$ cat src/rtl/inst_decode_stage.sv
// Decode stage: RV64IM+Zicsr instruction decode with a registered output
// and a two-entry skid buffer between fetch and execute.

package corectrl_pkg;
  localparam int XLEN = 64;

  typedef enum logic [2:0] {
    INST_X = 3'd0,
    INST_R = 3'd1,
    INST_I = 3'd2,
    INST_S = 3'd3,
    INST_B = 3'd4,
    INST_U = 3'd5,
    INST_J = 3'd6
  } inst_type_e;

  // 24-bit decoded control word; rsvd keeps the layout at its fixed width
  typedef struct packed {
    inst_type_e  itype;
    logic [2:0]  funct3;
    logic [6:0]  funct7;
    logic        rwb_en;
    logic        is_aluop;
    logic        is_muldiv;
    logic        is_op32;
    logic        is_lui;
    logic        is_jump;
    logic        is_load;
    logic        is_csr;
    logic [2:0]  rsvd;
  } inst_ctrl_t;

  localparam logic [3:0] ILLEGAL_INSTRUCTION = 4'd2;

  typedef struct packed {
    logic            valid;
    logic [3:0]      cause;
    logic [XLEN-1:0] value;
  } exc_info_t;
endpackage

module inst_decode_stage
  import corectrl_pkg::*;
#(
  parameter int XLEN = 64,
  parameter int ILEN = 32
) (
  input  logic            clk,
  input  logic            rst,
  input  logic            flush,
  input  logic            if_valid,
  output logic            if_ready,
  input  logic [XLEN-1:0] if_addr,
  input  logic [ILEN-1:0] if_bits,
  output logic            id_valid,
  input  logic            id_ready,
  output logic [XLEN-1:0] id_addr,
  output logic [ILEN-1:0] id_bits,
  output inst_ctrl_t      id_ctrl,
  output logic [XLEN-1:0] id_imm,
  output exc_info_t       id_exc
);

  typedef struct packed {
    logic [XLEN-1:0] addr;
    logic [ILEN-1:0] bits;
    inst_ctrl_t      ctrl;
    logic [XLEN-1:0] imm;
    exc_info_t       exc;
  } entry_t;

  entry_t m_q, m_d, s_q, s_d, new_ent;
  logic   m_vld_q, m_vld_d, s_vld_q, s_vld_d;
  logic   acc, dlv, ill;

  // Combinational decode of the word presented by fetch
  always_comb begin
    new_ent             = '0;
    ill                 = 1'b0;
    new_ent.addr        = if_addr;
    new_ent.bits        = if_bits;
    new_ent.ctrl.itype  = INST_X;
    new_ent.ctrl.funct3 = if_bits[14:12];
    new_ent.ctrl.funct7 = if_bits[31:25];
    case (if_bits[6:0])
      7'b0110011: begin
        new_ent.ctrl.itype     = INST_R;
        new_ent.ctrl.rwb_en    = 1'b1;
        new_ent.ctrl.is_aluop  = 1'b1;
        new_ent.ctrl.is_muldiv = (if_bits[31:25] == 7'b0000001);
      end
      7'b0111011: begin
        new_ent.ctrl.itype     = INST_R;
        new_ent.ctrl.rwb_en    = 1'b1;
        new_ent.ctrl.is_aluop  = 1'b1;
        new_ent.ctrl.is_op32   = 1'b1;
        new_ent.ctrl.is_muldiv = (if_bits[31:25] == 7'b0000001);
      end
      7'b0010011: begin
        new_ent.ctrl.itype    = INST_I;
        new_ent.ctrl.rwb_en   = 1'b1;
        new_ent.ctrl.is_aluop = 1'b1;
      end
      7'b0011011: begin
        new_ent.ctrl.itype    = INST_I;
        new_ent.ctrl.rwb_en   = 1'b1;
        new_ent.ctrl.is_aluop = 1'b1;
        new_ent.ctrl.is_op32  = 1'b1;
      end
      7'b0110111: begin
        new_ent.ctrl.itype  = INST_U;
        new_ent.ctrl.rwb_en = 1'b1;
        new_ent.ctrl.is_lui = 1'b1;
      end
      7'b0010111: begin
        new_ent.ctrl.itype  = INST_U;
        new_ent.ctrl.rwb_en = 1'b1;
      end
      7'b1101111: begin
        new_ent.ctrl.itype   = INST_J;
        new_ent.ctrl.rwb_en  = 1'b1;
        new_ent.ctrl.is_jump = 1'b1;
      end
      7'b1100111: begin
        new_ent.ctrl.itype   = INST_I;
        new_ent.ctrl.rwb_en  = 1'b1;
        new_ent.ctrl.is_jump = 1'b1;
      end
      7'b1100011: new_ent.ctrl.itype = INST_B;
      7'b0000011: begin
        new_ent.ctrl.itype   = INST_I;
        new_ent.ctrl.rwb_en  = 1'b1;
        new_ent.ctrl.is_load = 1'b1;
      end
      7'b0100011: new_ent.ctrl.itype = INST_S;
      7'b1110011: begin
        new_ent.ctrl.itype  = INST_I;
        new_ent.ctrl.is_csr = 1'b1;
        new_ent.ctrl.rwb_en = (if_bits[14:12] != 3'b000);
      end
      // fence family decodes as a plain I-type with no side effects
      7'b0001111: new_ent.ctrl.itype = INST_I;
      // every legal opcode ends in 2'b11, so compressed/garbage words land here
      default:    ill = 1'b1;
    endcase

    case (new_ent.ctrl.itype)
      INST_I:  new_ent.imm = {{(XLEN-12){if_bits[31]}}, if_bits[31:20]};
      INST_S:  new_ent.imm = {{(XLEN-12){if_bits[31]}}, if_bits[31:25], if_bits[11:7]};
      INST_B:  new_ent.imm = {{(XLEN-13){if_bits[31]}}, if_bits[31], if_bits[7],
                              if_bits[30:25], if_bits[11:8], 1'b0};
      INST_U:  new_ent.imm = {{(XLEN-32){if_bits[31]}}, if_bits[31:12], 12'b0};
      INST_J:  new_ent.imm = {{(XLEN-21){if_bits[31]}}, if_bits[31], if_bits[19:12],
                              if_bits[20], if_bits[30:21], 1'b0};
      default: new_ent.imm = '0;
    endcase

    if (ill) begin
      new_ent.exc.valid = 1'b1;
      new_ent.exc.cause = ILLEGAL_INSTRUCTION;
      new_ent.exc.value = {{(XLEN-ILEN){1'b0}}, if_bits};
    end
  end

  assign if_ready = !s_vld_q;
  assign acc      = if_valid && if_ready;
  assign dlv      = m_vld_q && id_ready;

  // Skid-buffer next state: M refills from S first to keep FIFO order
  always_comb begin
    m_d     = m_q;
    s_d     = s_q;
    m_vld_d = m_vld_q;
    s_vld_d = s_vld_q;
    if (flush) begin
      m_vld_d = 1'b0;
      s_vld_d = 1'b0;
    end else if (!m_vld_q || dlv) begin
      if (s_vld_q) begin
        m_d     = s_q;
        m_vld_d = 1'b1;
        s_vld_d = 1'b0;
      end else if (acc) begin
        m_d     = new_ent;
        m_vld_d = 1'b1;
      end else begin
        m_vld_d = 1'b0;
      end
    end else if (acc) begin
      s_d     = new_ent;
      s_vld_d = 1'b1;
    end
  end

  // State registers; an all-zero entry reads as itype INST_X
  always_ff @(posedge clk) begin
    if (!rst) begin
      m_q     <= '0;
      s_q     <= '0;
      m_vld_q <= 1'b0;
      s_vld_q <= 1'b0;
    end else begin
      m_q     <= m_d;
      s_q     <= s_d;
      m_vld_q <= m_vld_d;
      s_vld_q <= s_vld_d;
    end
  end

  assign id_valid = m_vld_q;
  assign id_addr  = m_q.addr;
  assign id_bits  = m_q.bits;
  assign id_ctrl  = m_q.ctrl;
  assign id_imm   = m_q.imm;
  assign id_exc   = m_q.exc;

endmodule

$ cat config.mk
export PLATFORM = sky130hd
export DESIGN_NAME = inst_decode_stage
export DESIGN_NICKNAME = d
export VERILOG_FILES = /design/src/rtl/inst_decode_stage.sv
export SDC_FILE = /design/constraint.sdc
export NUM_CORES = 1
export LEC_CHECK = 0
export CORE_MARGIN = 1.5
export CORE_UTILIZATION = 35
export DETAILED_ROUTE_END_ITERATION = 6
export PLACE_DENSITY = 0.58
export SKIP_LAST_GASP = 1
export SYNTH_ARGS = -nofsm -noshare
export SYNTH_HDL_FRONTEND = slang
export SYNTH_SLANG_ARGS = --single-unit
$ cat constraint.sdc
create_clock -name clk -period 2.2 [get_ports clk]
set_clock_uncertainty 0.05 [all_clocks]
set_input_delay 0.33 -clock clk [delete_from_list [all_inputs] [get_ports clk]]
set_output_delay 0.33 -clock clk [all_outputs]
set_load 0.01 [all_outputs]
==> reports/qor.csv <==
metric,value,unit
chipHeight,207,µm
antenna_found_initial,2,
fmax,475,MHz
vdd_drop_max,0.449,mV
r2r_end,id_addr[33],
period_share,95.7,%
end_kind,primary output,
wl_met3,2.53,mm
cp.required,1.82,ns
dieArea,42900,µm²
crit_start,id_imm[62],
cts_root_buffer,clkbuf_16,
drive_gt1_share,10.5,%
cpPeakStageDelay,0.57,ns
hold_class,input port to register,
grtUsageTotal,20.2,%
r2r_start,id_valid,
reg2regPathDepth,8,
hold_violations,0,
r2r_slack,0.30,ns
power_leakage,6.90,nW
cp_top_family,buffers and inverters,
std_cell_rows,74,
fin_ws,0.0956,ns
preCtsSetupSlack,-0.212,ns
endpoint,id_imm[38],
core_area,40900,µm²
synth_edf_count,0,
synth_area,14600,µm²
clk_path_buf_depth,3,
placed_cell_area,18600,µm²
drt_iter0_markers,689,
cts_tree,built,
setup_viol,0,
syn_area_per_cell,8.67,µm²
p_per_area,745,nW/µm²
ys_seq_area_share,47.5,%
nNetsFinal,2077,
fin_hold_ws,0.186,ns
start_util,35.6,%
crit_arrival,1.72,ns
netlist_instances,1681,
routed-wl-met2,21.5,mm
routed.top_layer,met5,
fill_cells,3908,
cts.reportedPaths.clkPinSlew,0.06,ns
overflow,0,
gp_congestion,0.843,
insertion_delay,0.54,ns
io_pins,356,
grt_pass1_vias,12200,
min_path_cells,3,
grt_pass1_wl,70.2,mm
cts_num_sinks,346,
port-buffer-count,317,
rsz0062_at_grt,false,
path_depth,2,
die_x,207,µm
totalWireLength,45.2,mm
h-tree-depth,2,
wl_per_cell,17.8,µm
drv_slew,0,
synthDistinctLibCells,68,
dp_hpwl,30.8,mm
vias,13100,
cts_buffers,40,
area_growth,36.3,%
crit_path_top_delay_cell,clkdlybuf4s50_1,
hold_buffers,0,
tightest_slew,0.652,ns
drcViolationCount,0,
final_area,19900,µm²
cp_max_fo,33,
status,"complete, no violations",
critPathLaunchType,register,
dr.pass1.iters,6,
fin_util,48.5,%
antenna_left,0,
min_period,2.10,ns
synthFlopType,dfxtp_1,
p_total,0.0148,W
ys_warn_count,0,
grt_max_degree,116,
crit_chain,buf_8 -> clkdlybuf4s50_1,
ys_ff_latch,346,
relSlewSlack,56.5,%
crit_type,register to primary output,
path_buf_inv,2,
viasPerCell,5.16,
synthArstFlopShare,0,%
met1_length,20.0,mm
drv_cap,0,
[repair_timing]
action,in CTS,in global routing
buffers inserted,1,0
setup endpoints to repair,34,2
gates resized for setup,2,1
[worst min-delay path: stages]
cell and delay [ns]:
buf_2 0.20, nand2b_1 0.16, nor3_1 0.05
[through the flow]
stage / cells / TNS (ns)
final: 2534 / 0
after global placement: 2465 / -11.06
after global routing: 2534 / 0
after floorplan: 1718 / 0
after detailed placement: 2465 / -12.35
after CTS: 2533 / 0
[power breakdown]
group          switching (W)  internal (W)
Combinational       0.000902      0.000920
Sequential          0.000127       0.00647
Clock                0.00263       0.00374
Total                0.00366        0.0111
[worst min-delay path by stage]
stage                   from  endpoint  slack, ns
finish                   rst   s_vld_q       0.19
global route             rst  id_valid       0.22
CTS                      rst   s_vld_q       0.17
detailed placement   s_q[23]   s_q[23]       0.39
global placement     s_q[17]   s_q[17]       0.39
floorplan           s_q[131]  s_q[131]       0.38
[final cells by class]
type	instances	area (µm²)	share of cell area [%]
diodes	1	2.50	0.0126
clock inverters	5	60.1	0.302
multi-input cells	1135	6500	32.7
flip-flops and latches	346	6930	34.9
inverters	8	41.3	0.208
well taps	532	666	3.35
repair buffers	445	4500	22.7
clock buffers	62	1160	5.86
[sequential cells by signal, summed over array words and instances (netlist names)]
signal	cells
id_valid	1
s_vld_q	1
id_imm	32
s_q	172
id_bits	31
id_addr	64
id_exc	33
id_ctrl	12
[placed cells by master (no fill, tap or decap), types with 3 or more instances in the layout]
cell             count
a211oi_1           103
a21oi_1            187
a221oi_1             6
a22oi_1              5
a2bb2oi_1            6
a311oi_2             8
a31oi_1             10
a32o_1               7
a32oi_1              3
and2_0               8
and2_1               3
and3_1              29
buf_12              29
buf_4               98
clkbuf_1            15
clkbuf_16           41
clkbuf_8             6
clkdlybuf4s50_1    316
conb_1              38
dfxtp_1            345
inv_1                5
mux2i_1             87
nand2_1            275
nand3_1             15
nor2_1             142
nor2b_1              9
nor3_1              18
nor4_1               3
o211ai_1             9
o21ai_0             75
o221ai_1             4
o2bb2a_1            11
o2bb2ai_1           25
or3_1                4
[kinds of logic (layout without fill, tap and decap cells)]
logic type / count (synthesis) / in the layout / synth area share [%]
and+or+nand+nor: 528 / 528 / 15.7
AOI/OAI and AO/OA: 480 / 480 / 21.6
DFF: 346 / 346 / 47.5
buffers and inverters: 237 / 520 / 9.06
muxes: 87 / 87 / 5.98
adders and majority gates: 1 / 1 / 0.0773
other: 1 / 39 / 0.0257
xor gates and xnor gates: 1 / 1 / 0.0601
[routing by layer]
| metal | GRT usage, % | vias up |
|---|---|---|
| li1 | - | 6389 |
| met2 | 33.2 | 387 |
| met1 | 26.8 | 6238 |
| met4 | 6.12 | 2 |
| met3 | 3.76 | 66 |
| met5 | 0 | - |
[synth_stat cells (6+ instances only)]
cell / n / area (µm²)
a211oi_1: 103 / 773
a21oi_1: 187 / 936
a221oi_1: 6 / 52.6
a2bb2oi_1: 6 / 52.6
a311oi_2: 8 / 120
a31oi_1: 10 / 62.6
a32o_1: 7 / 70.1
and2_0: 8 / 50.1
and3_1: 30 / 188
buf_2: 53 / 265
buf_4: 87 / 653
clkbuf_1: 81 / 304
dfxtp_1: 346 / 6930
inv_1: 7 / 26.3
mux2i_1: 87 / 871
nand2_1: 275 / 1030
nand3_1: 16 / 80.1
nor2_1: 142 / 533
nor2b_1: 9 / 56.3
nor3_1: 18 / 90.1
o211ai_1: 9 / 67.6
o21ai_0: 75 / 375
o2bb2a_1: 11 / 110
o2bb2ai_1: 25 / 219
Note: power is estimated with default switching activity, not from simulation.
